$ cat src/rtl/load_store_unit.sv
// load_store_unit
//   Memory-access stage that sits after execute. It accepts one LDR/STR
//   (word or byte, pre/post-indexed, up/down) per handshake, computes the
//   effective address, runs the access on the word-addressed memory bus and
//   returns load data and base-register updates on a register write port.
//   Byte stores use read-modify-write. Only one op is in flight at a time.
//
// Ports
//   clk, reset              clock; synchronous active-high reset
//   req_valid / req_ready   op handshake (ready only while idle)
//   req_load, req_byte      load/store and byte/word select
//   req_pre, req_up, req_wb addressing mode and base write-back request
//   req_base, req_offset    Rn value and offset used for the effective address
//   req_sdata               store data (Rd value)
//   req_rd, req_rn          load destination and base register indices
//   mem_addr, mem_wdata     word address and write data to memory
//   mem_rdata, mem_abort    read data and abort, both valid in the RESP cycle
//   mem_write, mem_size     write strobe and size (1 = word) during a transfer
//   mem_prot, mem_trans     fixed data-access protection; 2'b10 marks a transfer
//   wb_valid, wb_idx, wb_data  register-file write port
//   done, abort_o           end-of-op pulse and abort indication
module load_store_unit #(
    parameter int DATA_W = 32,
    parameter int IDX_W  = 4
) (
    input  logic              clk,
    input  logic              reset,
    input  logic              req_valid,
    output logic              req_ready,
    input  logic              req_load,
    input  logic              req_byte,
    input  logic              req_pre,
    input  logic              req_up,
    input  logic              req_wb,
    input  logic [DATA_W-1:0] req_base,
    input  logic [DATA_W-1:0] req_offset,
    input  logic [DATA_W-1:0] req_sdata,
    input  logic [IDX_W-1:0]  req_rd,
    input  logic [IDX_W-1:0]  req_rn,
    output logic [DATA_W-1:0] mem_addr,
    output logic [DATA_W-1:0] mem_wdata,
    input  logic [DATA_W-1:0] mem_rdata,
    input  logic              mem_abort,
    output logic              mem_write,
    output logic              mem_size,
    output logic [1:0]        mem_prot,
    output logic [1:0]        mem_trans,
    output logic              wb_valid,
    output logic [IDX_W-1:0]  wb_idx,
    output logic [DATA_W-1:0] wb_data,
    output logic              done,
    output logic              abort_o
);

    typedef enum logic [2:0] {
        S_IDLE, S_ACC, S_RESP, S_WB_RD, S_WR, S_WB_BASE
    } state_t;

    state_t state_q, state_d;

    logic              load_q, byte_q, upd_q;
    logic [1:0]        lane_q;
    logic [DATA_W-1:0] addr_q, ea_q, sdata_q, rdata_q;
    logic [IDX_W-1:0]  rd_q, rn_q;

    logic              accept;
    logic [DATA_W-1:0] ea, acc_addr;
    logic              upd;

    // Rotate a word right by whole bytes (unaligned word load).
    function automatic logic [DATA_W-1:0] rot_bytes(input logic [DATA_W-1:0] w,
                                                    input logic [1:0] lane);
        logic [2*DATA_W-1:0] dbl;
        dbl = {w, w} >> {lane, 3'b000};
        return dbl[DATA_W-1:0];
    endfunction

    // Zero-extended byte at the given little-endian lane.
    function automatic logic [DATA_W-1:0] get_byte(input logic [DATA_W-1:0] w,
                                                   input logic [1:0] lane);
        logic [DATA_W-1:0] sh;
        sh = w >> {lane, 3'b000};
        return {{(DATA_W-8){1'b0}}, sh[7:0]};
    endfunction

    // Replace one byte lane of a word (read-modify-write merge).
    function automatic logic [DATA_W-1:0] put_byte(input logic [DATA_W-1:0] w,
                                                   input logic [7:0] b,
                                                   input logic [1:0] lane);
        logic [DATA_W-1:0] mask;
        mask = {{(DATA_W-8){1'b0}}, 8'hFF} << {lane, 3'b000};
        return (w & ~mask) | ({{(DATA_W-8){1'b0}}, b} << {lane, 3'b000});
    endfunction

    assign req_ready = (state_q == S_IDLE);
    assign accept    = req_valid && req_ready;
    assign ea        = req_up ? (req_base + req_offset) : (req_base - req_offset);
    assign acc_addr  = req_pre ? ea : req_base;
    // A load into the base register itself suppresses the base update.
    assign upd       = (!req_pre || req_wb) && !(req_load && (req_rd == req_rn));

    // State register
    always_ff @(posedge clk) begin
        if (reset) state_q <= S_IDLE;
        else       state_q <= state_d;
    end

    // Bus address is reset so the idle bus reads zero after reset.
    always_ff @(posedge clk) begin
        if (reset)       addr_q <= '0;
        else if (accept) addr_q <= {2'b00, acc_addr[DATA_W-1:2]};
    end

    // Request capture and read-data capture in RESP
    always_ff @(posedge clk) begin
        if (accept) begin
            load_q  <= req_load;
            byte_q  <= req_byte;
            upd_q   <= upd;
            lane_q  <= acc_addr[1:0];
            ea_q    <= ea;
            sdata_q <= req_sdata;
            rd_q    <= req_rd;
            rn_q    <= req_rn;
        end
        if (state_q == S_RESP) rdata_q <= mem_rdata;
    end

    // Next-state logic
    always_comb begin
        state_d = state_q;
        case (state_q)
            S_IDLE:    if (accept) state_d = S_ACC;
            S_ACC:     state_d = S_RESP;
            S_RESP: begin
                if (mem_abort)   state_d = S_IDLE;
                else if (load_q) state_d = S_WB_RD;
                else if (byte_q) state_d = S_WR;
                else if (upd_q)  state_d = S_WB_BASE;
                else             state_d = S_IDLE;
            end
            S_WB_RD,
            S_WR:      state_d = upd_q ? S_WB_BASE : S_IDLE;
            S_WB_BASE: state_d = S_IDLE;
            default:   state_d = S_IDLE;
        endcase
    end

    // Output logic
    always_comb begin
        mem_addr  = addr_q;
        mem_wdata = '0;
        mem_write = 1'b0;
        mem_size  = 1'b0;
        mem_prot  = 2'b01;
        mem_trans = 2'b00;
        wb_valid  = 1'b0;
        wb_idx    = '0;
        wb_data   = '0;
        done      = 1'b0;
        abort_o   = 1'b0;
        case (state_q)
            S_ACC: begin
                mem_trans = 2'b10;
                mem_size  = !byte_q;
                // Only a word store writes here; everything else reads first.
                if (!load_q && !byte_q) begin
                    mem_write = 1'b1;
                    mem_wdata = sdata_q;
                end
            end
            S_RESP: begin
                if (mem_abort) begin
                    done    = 1'b1;
                    abort_o = 1'b1;
                end else if (!load_q && !byte_q && !upd_q) begin
                    done = 1'b1;
                end
            end
            S_WR: begin
                mem_trans = 2'b10;
                mem_write = 1'b1;
                mem_wdata = put_byte(rdata_q, sdata_q[7:0], lane_q);
                done      = !upd_q;
            end
            S_WB_RD: begin
                wb_valid = 1'b1;
                wb_idx   = rd_q;
                wb_data  = byte_q ? get_byte(rdata_q, lane_q) : rot_bytes(rdata_q, lane_q);
                done     = !upd_q;
            end
            S_WB_BASE: begin
                wb_valid = 1'b1;
                wb_idx   = rn_q;
                wb_data  = ea_q;
                done     = 1'b1;
            end
            default: ;
        endcase
    end

endmodule

$ cat config.mk
export PLATFORM = sky130hd
export DESIGN_NAME = load_store_unit
export DESIGN_NICKNAME = d
export VERILOG_FILES = /design/src/rtl/load_store_unit.sv
export SDC_FILE = /design/constraint.sdc
export NUM_CORES = 1
export LEC_CHECK = 0
export BUFFER_PORTS_ARGS = -buffer_cell sky130_fd_sc_hd__buf_2
export CAP_MARGIN = 20
export CELL_PAD_IN_SITES_DETAIL_PLACEMENT = 1
export CELL_PAD_IN_SITES_GLOBAL_PLACEMENT = 2
export CORE_ASPECT_RATIO = 1.5
export CORE_MARGIN = 2
export CORE_UTILIZATION = 24
export CTS_CLUSTER_DIAMETER = 60
export DETAILED_ROUTE_END_ITERATION = 12
export GPL_ROUTABILITY_DRIVEN = 0
export PLACE_DENSITY = 0.74
export SLEW_MARGIN = 20
export SYNTH_ARGS = -nofsm -noshare
export SYNTH_HDL_FRONTEND = slang
export SYNTH_SLANG_ARGS = --single-unit
$ cat constraint.sdc
create_clock -name clk -period 6.6 [get_ports clk]
set_input_delay 1.98 -clock clk [delete_from_list [all_inputs] [get_ports clk]]
set_output_delay 1.98 -clock clk [all_outputs]
set_load 0.01 [all_outputs]
==> qor.csv <==
stage;metric;value;unit
run_status;status;finished, final reports clean;
timing;Tmin final;5.67;ns
clock_tree;CTS Buf Count;17;
floorplanning;Die ar.;39900;µm²
clock_tree;Clock transition at path regs;0.07;ns
cells_and_area;most frequent cells in the layout;buf_2 (249), edfxtp_1 (109), a21oi_1 (100), nand2_1 (89), nor2_1 (82);
power_and_ir_drop;static leakage power;0.00498;µW
floorplanning;Starting Density;24.4;%
clock_tree;CTS H-tree lvls;4;
critical_path;crit path kind;in -> reg;
cells_and_area;Layout Utilization;30.7;%
critical_path;R2R setup slack;3.95;ns
placement;PortBufs;249;
grt;grt total ovfl;0;
clock_tree;Root Buffer;clkbuf_16;
drt;Top Layer Used;met4;
synthesis;Synth Cell Area;9190;µm²
grt;largest net degree at the start of global routing;65;
timing;fin. max-slew vios;0;
critical_path;WP data arrival;5.86;ns
grt;number of global-route vias before repair;8535;
synthesis;top cell type's share of synthesized area;35.6;%
power_and_ir_drop;pwr/cell area;251;nW/µm²
drt;DRC;0;
timing;Slew headroom;28.2;%
placement;Final HPWL DP;28400;µm
drt;metal3 WL;1410;µm
synthesis;ys async rst share;0;%
timing;crit share post-route;85.8;%
timing;Final TNS setup;0;ns
drt;Pre-Repair DR Iteration Count;4;
synthesis;area leader, netlist;edfxtp_1;
floorplanning;IO Pins;255;
synthesis;synthesized instance count;965;
timing;final-report hold violation count;0;
critical_path;Setup crit start;req_offset[5];
min_path;min-delay worst type;reg -> reg;
synthesis;Synth warnings;0;
placement;Area after DPL;10900;µm²
synthesis;ys flop type;edfxtp_1;
floorplanning;Die Y;244;µm
drt;DRT iter0 DRCs;322;
drt;wl on met1;13700;µm
synthesis;mean post-synth cell area;9.53;µm²
cells_and_area;nets@finish;1377;
timing;clock skew;0.00876;ns
floorplanning;width of the die;164;µm
grt;All-Layer GR Usage;17.2;%
clock_tree;clock net sink count;142;
critical_path;CP Capture Type;flop;
clock_tree;clk buf depth;2;
critical_path;Reg-to-Reg End;mem_addr[6];
synthesis;sequential area share after synthesis;42.8;%
drt;Vias/cell;4.84;
timing;fmax;0.177;GHz
critical_path;CP max FO;6;
synthesis;post-synthesis register bit count;142;
drt;antenna-violating nets left;0;
drt;Via Count;8214;
synthesis;Synth cell types;65;
grt;first-pass GRT wire length;51300;µm
drt;met2 wire len;18700;µm
floorplanning;site row count;87;
grt;initial antenna violation count;2;
timing;Final setup viols;0;
critical_path;worst r2r path cells;7;
min_path;worst hold start;mem_addr[0];
critical_path;crit path to;ea_q[30];
cells_and_area;Layout area overhead;25.9;%
clock_tree;cts repair resizes;0;
critical_path;critical path launch point type;input port;
timing;RSZ-0062 raised after global routing;no;
critical_path;Worst Path Required;6.80;ns
drt;wire per inst;20.5;µm
drt;Routed Wire Length;34700;µm
clock_tree;CTS tree;yes;
critical_path;Critical R2R Launch;state_q[0];
cells_and_area;layout cells sized above 1;27.6;%
synthesis;number of synthesized flops with an enable pin;109;
clock_tree;CTS Hold Buffers Added;0;
cells_and_area;final instance area;11600;µm²
run;number of max-cap violations;0;
cells_and_area;leading cell type in the layout, fill and taps excluded;buf_2;
clock_tree;Worst-Skew Late Latency;0.45;ns
clock_tree;# Post-CTS Setup Buffers;0;
power_and_ir_drop;maximum vdd ir drop;0.120;mV
timing;Worst Tran Pin Value;1.08;ns
synthesis;synth top area cells;edfxtp_1 (36%), dfxtp_1 (7.2%), mux2i_1 (6.0%);
floorplanning;core area;37700;µm²
worst max-delay path, cell delays in order:
cell	delay, ns
buf_2	0.12
or4_4	0.58
nor4_4	0.22
nand2_1	0.08
nor2_1	0.26
nand2_1	0.19
nor3_1	0.23
buf_4	0.16
a21oi_1	0.07
xor2_1	0.16
ha_1	0.39
nand4_1	0.18
or3_1	0.40
a21oi_1	0.26
nor4_1	0.11
a211oi_1	0.23
xnor2_1	0.17
inv_1	0.06
Yosys cell counts (5+ instances only):
cell type,instances
nand2b_1,11
dfxtp_1,33
or3_1,10
mux2_2,19
nor3_1,20
a21oi_1,100
inv_1,23
xnor2_1,26
a22o_1,36
ha_1,39
mux2i_1,55
xor2_1,36
clkbuf_1,40
a21o_1,11
nand2_1,89
nor4_1,5
a31oi_1,11
nor2b_1,8
edfxtp_1,109
a211oi_1,16
o21ai_0,71
buf_1,12
nand4_1,13
buf_4,5
nor2_1,84
o21bai_1,5
nand3_1,14
report_power, final:
group / switching (µW) / total (µW) / internal [µW]
registers: 61.4 / 1150 / 1090
logic: 465 / 745 / 280
clock network: 419 / 1010 / 591
total: 945 / 2910 / 1960
flip-flops by register name (all words and copies together) (netlist names):
| register | cells |
|---|---|
| lane_q | 2 |
| ea_q | 32 |
| byte_q | 1 |
| sdata_q | 32 |
| mem_addr | 30 |
| rn_q | 4 |
| rdata_q | 32 |
| upd_q | 1 |
| state_q | 3 |
| rd_q | 4 |
| load_q | 1 |
how the worst min path moves through the flow:
stage	slack, ns	depth (start not counted)	to
floorplan	0.48	2	mem_addr[0]
detailed placement	0.45	2	mem_addr[0]
global route	0.48	2	mem_addr[0]
global placement	0.44	2	mem_addr[0]
finish	0.45	2	mem_addr[0]
CTS	0.46	2	mem_addr[0]
final cells by class:
type                    instances  area (µm²)
diodes                          2        5.00
clock buffers                  20         500
clock inverters                12         121
fillers                      4476       26100
inverters                      23        88.8
multi-input cells             745        4960
flip-flops and latches        142        3930
well taps                     489         612
repair buffers                263        1350
cells by family (layout without fill, tap and decap cells):
kind of cell	count (synthesis)	in the layout	synth area share, %
AOI/OAI and AO/OA	284	284	19.2
xor gates and xnor gates	63	63	6.08
adders and majority gates	40	40	5.53
buffers and inverters	81	318	3.53
DFF	142	142	42.8
muxes	74	74	8.32
other	2	7	0.0817
and+or+nand+nor	279	279	14.5
per-layer routing:
| metal | track usage [%] | up-vias |
|---|---|---|
| li1 | - | 4002 |
| met1 | 18.9 | 3969 |
| met2 | 32.6 | 203 |
| met3 | 2.30 | 40 |
| met4 | 6.91 | 0 |
| met5 | 0 | - |
per-stage QoR:
step                power, µW  hold slack (ns)  setup WS (ns)  std cells
floorplan                1630            0.476          0.913        968
global placement         1920            0.443          0.424       1662
detailed placement       1930            0.448          0.399       1662
CTS                      2950            0.457          0.865       1694
global route             3060            0.478          0.441       1696
finish                   2910            0.455          0.935       1696
Power figures use the tool's default switching activity.
